`src/rtl/mem_loader_pkg.sv`:
```
// Shared definitions for the venus program loader: command codes, FSM states
// and field widths.
package mem_loader_pkg;

    localparam logic [7:0] CMD_IMEM = 8'h01;
    localparam logic [7:0] CMD_DMEM = 8'h02;
    localparam logic [7:0] CMD_RUN  = 8'h03;

    localparam int unsigned BYTE_CNT_W  = 2;
    localparam int unsigned ADDR_FLD_W  = 16;

    typedef enum logic [2:0] {
        ST_IDLE,
        ST_CNT_HI,
        ST_CNT_LO,
        ST_ADR_HI,
        ST_ADR_LO,
        ST_DATA,
        ST_RUN
    } state_e;

    typedef enum logic {
        TGT_IMEM,
        TGT_DMEM
    } target_e;

endpackage

```
`src/rtl/mem_loader_if.sv`:
```
// Byte-stream input and memory write ports of the loader.
// The loader is the slave; the byte source / memory side is the master.
interface mem_loader_if #(
    parameter int unsigned IADDR_W = 10,
    parameter int unsigned DADDR_W = 10
);
    logic               in_valid;
    logic [7:0]         in_data;
    logic               in_ready;
    logic               imem_we;
    logic [IADDR_W-1:0] imem_addr;
    logic [31:0]        imem_wdata;
    logic               dmem_we;
    logic [DADDR_W-1:0] dmem_addr;
    logic [31:0]        dmem_wdata;

    modport master (
        output in_valid, in_data,
        input  in_ready,
        input  imem_we, imem_addr, imem_wdata,
        input  dmem_we, dmem_addr, dmem_wdata
    );

    modport slave (
        input  in_valid, in_data,
        output in_ready,
        output imem_we, imem_addr, imem_wdata,
        output dmem_we, dmem_addr, dmem_wdata
    );
endinterface

```
`src/rtl/mem_loader_word_assembler.sv`:
```
// Big-endian byte-to-word assembler: collects four bytes, MSB first, and
// flags the byte that completes a word.
module mem_loader_word_assembler
    import mem_loader_pkg::*;
(
    input  logic        clk,
    input  logic        rst,
    input  logic        byte_valid,
    input  logic [7:0]  byte_in,
    output logic [31:0] word,
    output logic        word_done
);

    // Only three bytes need storing; the fourth is taken straight from byte_in.
    logic [23:0]           shift_q, shift_d;
    logic [BYTE_CNT_W-1:0] cnt_q, cnt_d;

    always_comb begin
        shift_d = shift_q;
        cnt_d   = cnt_q;
        if (byte_valid) begin
            shift_d = {shift_q[15:0], byte_in};
            cnt_d   = cnt_q + BYTE_CNT_W'(1);
        end
    end

    always_ff @(posedge clk) begin
        if (rst) begin
            shift_q <= '0;
            cnt_q   <= '0;
        end else begin
            shift_q <= shift_d;
            cnt_q   <= cnt_d;
        end
    end

    assign word      = {shift_q, byte_in};
    assign word_done = byte_valid && (cnt_q == '1);

endmodule

```
`src/rtl/mem_loader.sv`:
```
// Framed byte-stream loader: writes big-endian words into imem/dmem and holds
// the core in reset until a RUN command is received.
module mem_loader
    import mem_loader_pkg::*;
#(
    parameter int unsigned IADDR_W = 10,
    parameter int unsigned DADDR_W = 10,
    parameter int unsigned CNT_W   = 16
) (
    input  logic         clk,
    input  logic         rst,
    mem_loader_if.slave  bus,
    output logic         core_run,
    output logic         busy,
    output logic         err
);

    state_e                state_q, state_d;
    target_e               tgt_q, tgt_d;
    logic [CNT_W-1:0]      cnt_q, cnt_d;
    logic [7:0]            addr_hi_q, addr_hi_d;
    logic [ADDR_FLD_W-1:0] waddr_q, waddr_d;
    logic                  err_q, err_d;
    logic                  imem_we_q, imem_we_d;
    logic [IADDR_W-1:0]    imem_addr_q, imem_addr_d;
    logic [31:0]           imem_wdata_q, imem_wdata_d;
    logic                  dmem_we_q, dmem_we_d;
    logic [DADDR_W-1:0]    dmem_addr_q, dmem_addr_d;
    logic [31:0]           dmem_wdata_q, dmem_wdata_d;

    logic        in_ready;
    logic        accept;
    logic        data_byte;
    logic [31:0] word;
    logic        word_done;

    assign in_ready  = (state_q != ST_RUN);
    assign accept    = bus.in_valid && in_ready;
    assign data_byte = accept && (state_q == ST_DATA);

    mem_loader_word_assembler u_asm (
        .clk        (clk),
        .rst        (rst),
        .byte_valid (data_byte),
        .byte_in    (bus.in_data),
        .word       (word),
        .word_done  (word_done)
    );

    always_comb begin
        state_d      = state_q;
        tgt_d        = tgt_q;
        cnt_d        = cnt_q;
        addr_hi_d    = addr_hi_q;
        waddr_d      = waddr_q;
        err_d        = err_q;
        imem_we_d    = 1'b0;
        imem_addr_d  = imem_addr_q;
        imem_wdata_d = imem_wdata_q;
        dmem_we_d    = 1'b0;
        dmem_addr_d  = dmem_addr_q;
        dmem_wdata_d = dmem_wdata_q;

        if (accept) begin
            case (state_q)
                ST_IDLE: begin
                    if (bus.in_data == CMD_IMEM) begin
                        tgt_d   = TGT_IMEM;
                        state_d = ST_CNT_HI;
                    end else if (bus.in_data == CMD_DMEM) begin
                        tgt_d   = TGT_DMEM;
                        state_d = ST_CNT_HI;
                    end else if (bus.in_data == CMD_RUN) begin
                        state_d = ST_RUN;
                    end else begin
                        err_d = 1'b1;
                    end
                end
                ST_CNT_HI: begin
                    cnt_d   = CNT_W'({bus.in_data, 8'h00});
                    state_d = ST_CNT_LO;
                end
                ST_CNT_LO: begin
                    cnt_d   = cnt_q | CNT_W'(bus.in_data);
                    state_d = ST_ADR_HI;
                end
                ST_ADR_HI: begin
                    addr_hi_d = bus.in_data;
                    state_d   = ST_ADR_LO;
                end
                ST_ADR_LO: begin
                    waddr_d = {addr_hi_q, bus.in_data};
                    state_d = (cnt_q == '0) ? ST_IDLE : ST_DATA;
                end
                ST_DATA: begin
                    if (word_done) begin
                        if (tgt_q == TGT_IMEM) begin
                            imem_we_d    = 1'b1;
                            imem_addr_d  = waddr_q[IADDR_W-1:0];
                            imem_wdata_d = word;
                        end else begin
                            dmem_we_d    = 1'b1;
                            dmem_addr_d  = waddr_q[DADDR_W-1:0];
                            dmem_wdata_d = word;
                        end
                        // Wrap past the port width happens through truncation.
                        waddr_d = waddr_q + ADDR_FLD_W'(1);
                        cnt_d   = cnt_q - CNT_W'(1);
                        if (cnt_q == CNT_W'(1)) begin
                            state_d = ST_IDLE;
                        end
                    end
                end
                default: state_d = state_q;
            endcase
        end
    end

    always_ff @(posedge clk) begin
        if (rst) begin
            state_q      <= ST_IDLE;
            tgt_q        <= TGT_IMEM;
            cnt_q        <= '0;
            addr_hi_q    <= '0;
            waddr_q      <= '0;
            err_q        <= 1'b0;
            imem_we_q    <= 1'b0;
            imem_addr_q  <= '0;
            imem_wdata_q <= '0;
            dmem_we_q    <= 1'b0;
            dmem_addr_q  <= '0;
            dmem_wdata_q <= '0;
        end else begin
            state_q      <= state_d;
            tgt_q        <= tgt_d;
            cnt_q        <= cnt_d;
            addr_hi_q    <= addr_hi_d;
            waddr_q      <= waddr_d;
            err_q        <= err_d;
            imem_we_q    <= imem_we_d;
            imem_addr_q  <= imem_addr_d;
            imem_wdata_q <= imem_wdata_d;
            dmem_we_q    <= dmem_we_d;
            dmem_addr_q  <= dmem_addr_d;
            dmem_wdata_q <= dmem_wdata_d;
        end
    end

    assign bus.in_ready   = in_ready;
    assign bus.imem_we    = imem_we_q;
    assign bus.imem_addr  = imem_addr_q;
    assign bus.imem_wdata = imem_wdata_q;
    assign bus.dmem_we    = dmem_we_q;
    assign bus.dmem_addr  = dmem_addr_q;
    assign bus.dmem_wdata = dmem_wdata_q;

    assign core_run = (state_q == ST_RUN);
    assign busy     = (state_q != ST_IDLE) && (state_q != ST_RUN);
    assign err      = err_q;

endmodule

```
`src/flat_wrapper.sv`:
```
// flat-port wrapper written by rule: the top's interface ports become plain ports
module mem_loader_flat import mem_loader_pkg::*;
#(
    parameter int unsigned IADDR_W = 10,
    parameter int unsigned DADDR_W = 10,
    parameter int unsigned CNT_W   = 16
)
  (clk, rst, core_run, busy, err, bus_in_valid, bus_in_data, bus_in_ready, bus_imem_we, bus_imem_addr, bus_imem_wdata, bus_dmem_we, bus_dmem_addr, bus_dmem_wdata);
  mem_loader_if #(.IADDR_W(IADDR_W), .DADDR_W(DADDR_W)) bus_i ();
  input  logic clk;
  input  logic rst;
  output logic core_run;
  output logic busy;
  output logic err;
  input wire logic [$bits(bus_i.in_valid)-1:0] bus_in_valid;
  input wire logic [$bits(bus_i.in_data)-1:0] bus_in_data;
  output wire logic [$bits(bus_i.in_ready)-1:0] bus_in_ready;
  output wire logic [$bits(bus_i.imem_we)-1:0] bus_imem_we;
  output wire logic [$bits(bus_i.imem_addr)-1:0] bus_imem_addr;
  output wire logic [$bits(bus_i.imem_wdata)-1:0] bus_imem_wdata;
  output wire logic [$bits(bus_i.dmem_we)-1:0] bus_dmem_we;
  output wire logic [$bits(bus_i.dmem_addr)-1:0] bus_dmem_addr;
  output wire logic [$bits(bus_i.dmem_wdata)-1:0] bus_dmem_wdata;
  assign bus_i.in_valid = bus_in_valid;
  assign bus_i.in_data = bus_in_data;
  assign bus_in_ready = bus_i.in_ready;
  assign bus_imem_we = bus_i.imem_we;
  assign bus_imem_addr = bus_i.imem_addr;
  assign bus_imem_wdata = bus_i.imem_wdata;
  assign bus_dmem_we = bus_i.dmem_we;
  assign bus_dmem_addr = bus_i.dmem_addr;
  assign bus_dmem_wdata = bus_i.dmem_wdata;
  mem_loader #(.IADDR_W(IADDR_W), .DADDR_W(DADDR_W), .CNT_W(CNT_W)) u_core (.clk(clk), .rst(rst), .bus(bus_i), .core_run(core_run), .busy(busy), .err(err));
endmodule
```
`config.mk`:
```
export PLATFORM = sky130hd
export DESIGN_NAME = mem_loader_flat
export DESIGN_NICKNAME = d
export VERILOG_FILES = /design/src/rtl/mem_loader_pkg.sv /design/src/rtl/mem_loader_if.sv /design/src/rtl/mem_loader_word_assembler.sv /design/src/rtl/mem_loader.sv /design/src/flat_wrapper.sv
export SDC_FILE = /design/constraint.sdc
export NUM_CORES = 1
export LEC_CHECK = 0
export BUFFER_PORTS_ARGS = -buffer_cell sky130_fd_sc_hd__buf_2
export CORE_MARGIN = 2
export CORE_UTILIZATION = 50
export DETAILED_ROUTE_END_ITERATION = 8
export PLACE_DENSITY = 0.75
export SYNTH_ARGS = -nofsm -noshare
export SYNTH_HDL_FRONTEND = slang
export SYNTH_HIERARCHICAL = 1
export SYNTH_SLANG_ARGS = --single-unit
export TNS_END_PERCENT = 1
```
`constraint.sdc`:
```
create_clock -name clk -period 2.94 [get_ports clk]
set_input_delay 0.441 -clock clk [delete_from_list [all_inputs] [get_ports clk]]
set_output_delay 0.441 -clock clk [all_outputs]
set_load 0.01 [all_outputs]
```
==> results.tsv, run 1 <==
metric	value	unit
worstSetupPathType	flop to flop	
nets	829	
die_height	114	µm
ys_warn_count	6	
syn_area	6020	µm²
fin_util	0.600	
numPortBuffers	100	
mostFrequentLayoutCells	189 x nand2_1, 145 x dfxtp_1, 104 x a21oi_1	
drtPass1Iterations	5	
synth.area.top_cells	dfxtp_1 48%, nand2_1 12%, a21oi_1 8.6%	
end_kind	flop	
clk_pin_slew	60	ps
synth_edf_count	0	
core	11900	µm²
tightest_slew	699	ps
cts-buffers-inserted	17	
via_per_inst	5.70	
die_area	12900	µm²
hpwl	10.2	mm
start_util	0.508	
synth_seq_cells	145	
min_path_type	primary input to flop	
die_x	114	µm
synth_top_area_cell	dfxtp_1	
diodes	0	
power_density	726	nW/µm²
ctsResizeCount	0	
cts_tree	yes	
std_cell_rows	40	
routedWlPerCell	16.2	µm
p_leak	2.73	nW
ir_worst_vdd	0.000375	V
drive_above_1_share	0.178	
cp_max_fo	14	
cts_max_path_buffers	2	
grt_first_pass_wirelength	25.2	mm
syn_avg_cell_area	8.05	µm²
rsz0062_at_grt	no	
hold_buffers	0	
grt_pass1_vias	5114	
post_cts_buffers	0	
multi_input_area	2770	µm²
antenna_found_initial	0	
ys_seq_area_frac	0.482	
overflow	0	
fin_crit	2420	ps
drc_errors	0	
drv_cap	0	
num_io_pins	101	
syn-num-nets	763	
regArea	2900	µm²
htree_levels	4	
hold_violations	0	
finalPower	5.17	mW
min_path_cells	3	
synth_top_area_share	0.482	
clk_latency	420	ps
ys_types	53	
fillers	1075	
ys.flop_type	dfxtp_1	
area_growth	18.1	%
reg2reg_slack	520	ps
place.gp.congestion	0.924	
max_freq	413	MHz
grt_max_degree	62	
reg2reg_depth	8	
clock_sinks	145	
crit_required	3230	ps
vias	5543	
syn_inst	748	
cts-root-buf	clkbuf_16	
grt_usage	0.246	
startpoint_type	flop	
status	finished clean	
setup_viol	0	
drt-total-wl	15.7	mm
drt_iter0_markers	470	
final_common_cell	nand2_1	
fin_crit_sh	0.823	
relSlewSlack	0.530	
finClkSkew	7.75	ps
final_max_slew_viol_count	0	
ant_nets	0	
arrival	2710	ps
async_reset_ff_frac	0	
-- synth_stat cells (all sizes together) (6+ instances only) --
library cell and instances:
or3 6, mux2i 28, nor2 61, o21ai 20, nor4 8, a22oi 9
nand4 6, inv 9, nand2 189, a21oi 104, nor3 11, clkbuf 46
dfxtp 145, nand3 12, buf 18
-- metal layers --
layer	track usage	wire length (µm)	part of all wire
met1	0.311	6850	0.44
met2	0.402	7510	0.48
met3	0.0590	1060	0.068
met4	0.111	320	0.020
met5	0	0	0
-- area by class of cell --
type / instances / area share
repair buffers: 111 / 0.0841
multi-input cells: 530 / 0.389
clock inverters: 9 / 0.0218
inverters: 9 / 0.00475
clock buffers: 22 / 0.0666
flip-flops and latches: 145 / 0.408
well taps: 147 / 0.0258
-- worst paths after layout --
kind,startpoint,endpoint
setup / recovery,u_core/state_q[0],u_core/cnt_q[12]
hold / removal,bus_in_data[6],u_core/bus.dmem_wdata[6]
setup reg to reg,u_core/state_q[0],u_core/cnt_q[12]
hold reg to reg,u_core/bus.imem_wdata[6],u_core/bus.imem_wdata[6]
-- registers in the layout, summed over array words and instances, names as in the netlist --
register	count
u_core/addr_hi_q	2
u_core/state_q	3
u_core/bus.dmem_wdata	32
u_core/u_asm/cnt_q	2
u_core/bus.dmem_we	1
u_core/bus.imem_addr	10
u_core/cnt_q	16
u_core/waddr_q	10
u_core/tgt_q	1
u_core/err	1
u_core/bus.imem_wdata	32
u_core/u_asm/shift_q	24
u_core/bus.dmem_addr	10
u_core/bus.imem_we	1
-- metrics by stage --
stage	worst slack (ps)	instance area [µm²]	TNS, ps	hold WS [ps]	cells
2_1_floorplan	-51.6	6030	-107	444	748
3_3_place_gp	658	6490	0	439	942
3_5_place_dp	580	6490	0	444	942
4_1_cts	557	7120	0	355	973
5_1_grt	348	7120	0	371	973
6_report	520	7120	0	370	973
-- power by group --
group	internal (mW)	total (mW)	switching, mW
Sequential	2.03	2.15	0.120
Clock	1.48	2.28	0.801
Combinational	0.274	0.732	0.458
Total	3.79	5.17	1.38
-- cell families after synthesis --
group / count (synthesis) / synth area share
AOI/OAI and AO/OA: 170 / 0.164
xor gates and xnor gates: 4 / 0.00582
and+or+nand+nor: 324 / 0.233
muxes: 28 / 0.0465
buffers and inverters: 73 / 0.0604
adders and majority gates: 4 / 0.00831
DFF: 145 / 0.482
-- worst max-delay path: stages, from the launching register on --
cell,delay [ps]
dfxtp_1,570
and3b_1,240
and2_1,140
and2_1,200
nand2b_1,170
and3_1,460
o21ai_0,220
o21ai_0,200
a21oi_1,80
Note: power is estimated with default switching activity, not from simulation.
==> run 2: changes to the inputs <==
==> constraint.sdc (replaced) <==
create_clock -name clk -period 2.2 [get_ports clk]
set_input_delay 0.33 -clock clk [delete_from_list [all_inputs] [get_ports clk]]
set_output_delay 0.33 -clock clk [all_outputs]
set_load 0.01 [all_outputs]
==> results.tsv, run 2 (synthesized netlist as in run 1, its figures left out) <==
metric	value	unit	change
hold_violations	0		unchanged
nets	852		+2.8%
crit_required	2510	ps	-720 ps
status	finished clean		
cts-root-buf	clkbuf_16		
grt_max_degree	57		-8.1%
place.gp.congestion	0.900		-2.5%
ant_nets	0		unchanged
cp_max_fo	5		-9
area_growth	20.6	%	
power_density	930	nW/µm²	+28%
drive_above_1_share	0.211		+0.0326
max_freq	482	MHz	+17%
cts-buffers-inserted	17		unchanged
core	11900	µm²	unchanged
grt_usage	0.250		+0.00422
drt_iter0_markers	505		+7.4%
setup_slack	124	ps	-397 ps
clk_pin_slew	60	ps	about the same
htree_levels	4		unchanged
std_cell_rows	40		unchanged
final_common_cell	nand2_1		
drc_errors	0		unchanged
antenna_found_initial	0		unchanged
routedWlPerCell	16.1	µm	-0.70%
crit_family	simple AND/OR/NAND/NOR gates		
crit_chain	inv_1 > ha_1 > or3b_2 > or2_0 > or4_1 > nand3_1 > a21oi_1		
drt-total-wl	16.0	mm	+1.8%
die_area	12900	µm²	unchanged
fin_crit_sh	0.944		+0.121
drtPass1Iterations	5		unchanged
via_per_inst	5.63		-1.1%
fillers	1036		-3.6%
worstSetupPathType	flop to flop		
p_leak	2.84	nW	+4.0%
ir_worst_vdd	0.000477	V	+27%
startpoint_type	flop		
slowest_stage	or4_1		
start_util	0.508		unchanged
setup_viol	0		unchanged
slowest_delay	500	ps	-70 ps
vias	5618		+1.4%
fin_cells	997		+2.5%
relSlewSlack	0.648		+0.118
min_path_type	primary input to flop		
preCtsSetupSlack	132	ps	-447 ps
final_max_slew_viol_count	0		unchanged
overflow	0		unchanged
end_kind	flop		
diodes	0		unchanged
fin_crit	2080	ps	-343 ps
clk_latency	420	ps	about the same
die_x	114	µm	unchanged
tightest_slew	526	ps	-173 ps
num_io_pins	101		unchanged
path_buf_inv	1		+1
drv_cap	0		unchanged
arrival	2380	ps	-330 ps
finClkSkew	9.66	ps	+1.91 ps
grt_first_pass_wirelength	25.6	mm	+1.9%
dp.cells	965		+2.4%
die_height	114	µm	unchanged
finalPower	6.76	mW	+31%
mostFrequentLayoutCells	188 x nand2_1, 143 x dfxtp_1, 104 x a21oi_1		
clock_sinks	145		unchanged
grt_pass1_vias	5133		+0.37%
cts_tree	yes		
cts_max_path_buffers	2		unchanged
rsz0062_at_grt	no		
hpwl	10.8	mm	+5.1%
numPortBuffers	100		unchanged
## run 2: layer usage
layer  vias to the layer above  wire [µm]  track usage
met5                         -          0            0
li1                       2723          -            -
met4                         0        389        0.109
met3                        31        949       0.0553
met2                       200       7600        0.396
met1                      2664       7090        0.332
## run 2: tightest hold or removal path: stages
cell and delay [ps]:
buf_2 160, nand2_1 70, a21oi_1 50
## run 2: cell type report
| type | count | area (µm²) | share of cell area |
|---|---|---|---|
| Inverter | 9 | 33.8 | 0.00465 |
| Tap cell | 147 | 184 | 0.0253 |
| Timing Repair Buffer | 134 | 783 | 0.108 |
| Sequential cell | 145 | 2910 | 0.400 |
| Multi-Input combinational cell | 530 | 2800 | 0.385 |
| Clock buffer | 20 | 457 | 0.0628 |
| Clock inverter | 12 | 108 | 0.0148 |
## run 2: per-stage QoR
stage / util / cell area (µm²) / TNS (ps) / hold slack, ps
global route: 0.613 / 7270 / 0 / 248
finish: 0.613 / 7270 / 0 / 250
floorplan: - / 6160 / -27170 / 444
global placement: 0.565 / 6700 / 0 / 438
detailed placement: 0.565 / 6700 / 0 / 446
CTS: 0.613 / 7270 / 0 / 217
## run 2: report_power, final
part	switching (mW)	internal (mW)	total, mW
clock	1.11	1.62	2.73
sequential	0.101	2.72	2.82
combinational	0.718	0.488	1.21
## run 2: path summary, 6_finish.rpt
| kind | start | end | slack [ps] | depth (start not counted) |
|---|---|---|---|---|
| setup reg to reg | u_core/cnt_q[1] | u_core/cnt_q[14] | 120 | 7 |
| setup / recovery | u_core/cnt_q[1] | u_core/cnt_q[14] | 120 | 7 |
| hold reg to reg | u_core/bus.imem_wdata[7] | u_core/bus.imem_wdata[7] | 450 | 2 |
| hold / removal | bus_in_data[5] | u_core/bus.imem_wdata[5] | 250 | 3 |
## run 2: repair_timing
action | CTS | global route
setup endpoints to repair | 0 | 1
buffers inserted | 0 | 0
gates resized for setup | 0 | 1
hold endpoints to repair | 0 | 0
hold buffers | 0 | 0
==> run 3: changes to the inputs <==
--- a/config.mk
+++ b/config.mk
@@ -5,11 +5,13 @@
 export SDC_FILE = /design/constraint.sdc
 export NUM_CORES = 1
 export LEC_CHECK = 0
+export ABC_AREA = 1
 export BUFFER_PORTS_ARGS = -buffer_cell sky130_fd_sc_hd__buf_2
 export CORE_MARGIN = 2
-export CORE_UTILIZATION = 50
+export CORE_UTILIZATION = 51
 export DETAILED_ROUTE_END_ITERATION = 8
-export PLACE_DENSITY = 0.75
+export PLACE_DENSITY = 0.76
+export REMOVE_ABC_BUFFERS = 1
 export SYNTH_ARGS = -nofsm -noshare
 export SYNTH_HDL_FRONTEND = slang
 export SYNTH_HIERARCHICAL = 1
==> results.tsv, run 3 <==
metric	value	unit	change
clk_pin_slew	60	ps	about the same
diodes	0		unchanged
synthMuxAreaShare	0		-0.0465
ys_warn_count	6		unchanged
syn_area	6440	µm²	+6.9%
p_leak	3.54	nW	+24%
synth_top_area_share	0.451		-0.0311
relSlewSlack	0.548		-0.0999
die_x	116	µm	+2.3%
place.gp.congestion	0.927		+2.9%
synth_commonest_cells	275 x nor2_1, 145 x dfxtp_1, 145 x nand2_1		
synth.area.top_cells	dfxtp_1 45%, nor2_1 16%, o21ai_0 9.6%		
via_per_inst	5.04		-10%
synth_compound_area_frac	0.135		-0.0290
grt_first_pass_wirelength	25.1	mm	-2.0%
synth_most_common_cell	nor2_1		
num_io_pins	101		unchanged
routedWlPerCell	13.1	µm	-18%
drv_cap	0		unchanged
mostFrequentLayoutCells	274 x nor2_1, 145 x nand2_1, 145 x dfxtp_1		
drt_iter0_markers	588		+16%
dp.cells	1164		+21%
min_path_type	primary input to flop		
numPortBuffers	100		unchanged
crit_top_cell	inv_1		
die_height	116	µm	+2.3%
synth_seq_cells	145		unchanged
cts_tree	yes		
startpoint_type	flop		
start_util	0.517		+0.00870
area_growth	16.3	%	
grt_usage	0.235		-0.0150
status	finished clean		
setup_viol	0		unchanged
drive_above_1_share	0.161		-0.0500
fin_crit	1910	ps	-165 ps
synth_top_area_cell	dfxtp_1		
yosys.area_share.simple	0.304		+0.0704
hold_violations	0		unchanged
power_density	967	nW/µm²	+4.0%
syn_inst	931		+24%
ant_nets	0		unchanged
drtPass1Iterations	6		+1
max_freq	523	MHz	+8.6%
slowest_stage	dfxtp_1		
overflow	0		unchanged
async_reset_ff_frac	0		unchanged
hold_buffers	0		unchanged
drc_errors	0		unchanged
fin_crit_sh	0.869		-0.0748
arrival	2210	ps	-170 ps
hpwl	10.1	mm	-6.0%
placed_cell_area	6930	µm²	+3.3%
cp_max_fo	9		+4
synth-adder-area-share	0.00777		-0.000536
final_common_cell	nor2_1		
syn_avg_cell_area	6.92	µm²	-14%
die_area	13500	µm²	+4.6%
ctsResizeCount	0		unchanged
ir_worst_vdd	0.000861	V	+81%
cts-root-buf	clkbuf_16		
cts-buffers-inserted	17		unchanged
vias	6017		+7.1%
end_kind	flop		
postLayoutCellArea	7490	µm²	+3.1%
grt_max_degree	88		+54%
synth_edf_count	0		unchanged
clk_latency	420	ps	about the same
crit_chain	nand2_1 > nor2_4 > nand2_1 > inv_1 > inv_1 > nand4_1 > nand2_2 > nor2_4 > inv_1 > nor2_1 > a21oi_1		
synthXorXnorAreaFrac	0.00272		-0.00310
ys.flop_type	dfxtp_1		
htree_levels	4		unchanged
clock_sinks	145		unchanged
final_max_slew_viol_count	0		unchanged
ys_types	32		-40%
worstSetupPathType	flop to flop		
post_cts_buffers	0		unchanged
drt-total-wl	15.7	mm	-2.2%
nets	1026		+20%
rsz0062_at_grt	no		
antenna_found_initial	0		unchanged
ys_seq_area_frac	0.451		-0.0311
fin_cells	1193		+20%
std_cell_rows	41		+2.5%
cts_max_path_buffers	2		unchanged
synth_top_family_by_area	simple AND/OR/NAND/NOR gates		
crit_required	2500	ps	about the same
finClkSkew	5.69	ps	-3.98 ps
core	12500	µm²	+5.1%
slowest_delay	490	ps	about the same
tightest_slew	676	ps	+151 ps
grt_pass1_vias	5199		+1.3%
## run 3: cell count changes in the layout (fill, tap and decap cells not counted), moves of 28 or more
cell,delta
nor2_1,+215
o21ai_0,+106
a21oi_1,-68
inv_1,+66
nand2_1,-43
mux2i_1,-28
## run 3: metrics by stage
stage	utilization	power [mW]	setup TNS, ps	worst slack [ps]	hold slack (ps)
after floorplan	-	4.09	-228890	-2060	399
after global placement	0.556	4.47	0	346	447
after detailed placement	0.556	4.50	0	319	450
after CTS	0.601	7.26	0	279	248
after global routing	0.601	7.62	0	54.5	264
final	0.601	7.24	0	288	266
## run 3: area by class of cell
cell class              instances  area [µm²]
inverters                      81         305
well taps                     172         215
fillers                      1169        4970
multi-input cells             654        2900
repair buffers                112         603
clock inverters                 4        50.0
clock buffers                  25         515
flip-flops and latches        145        2900
## run 3: per-layer routing
metal / vias to the layer above / global-route usage / routed length, µm
met2: 187 / 0.377 / 7140
met5: - / 0 / 0
met3: 24 / 0.0529 / 1000
met1: 2721 / 0.312 / 7240
li1: 3085 / - / -
met4: 0 / 0.0881 / 287
## run 3: logic make-up after synthesis
| family | Yosys count |
|---|---|
| AND/OR/NAND/NOR | 478 |
| AO/OA/AOI/OAI | 170 |
| flip-flops | 145 |
| buffers and inverters | 132 |
| adder cells (fa/ha/maj) | 4 |
| XOR/XNOR | 2 |
## run 3: final timing paths
kind                                               start                        to  slack [ps]  cells after the start
worst max-delay path                   u_core/state_q[2]           u_core/cnt_q[8]         290                     11
worst min-delay path                        bus_in_valid       u_core/addr_hi_q[0]         270                      3
worst max register to register         u_core/state_q[2]           u_core/cnt_q[8]         290                     11
worst min register to register  u_core/bus.imem_wdata[3]  u_core/bus.imem_wdata[3]         480                      2
## run 3: where the power goes
group	switching [mW]	total, mW	internal, mW
sequential	0.149	2.91	2.76
clock	1.03	2.75	1.71
combinational	1.07	1.59	0.514
## run 3: critical path: cells and delay by family, from the launching register on
kind	cells	cell delay, ps
and+or+nand+nor	7	880
DFF	1	490
buffers and inverters	3	330
AOI/OAI and AO/OA	1	80
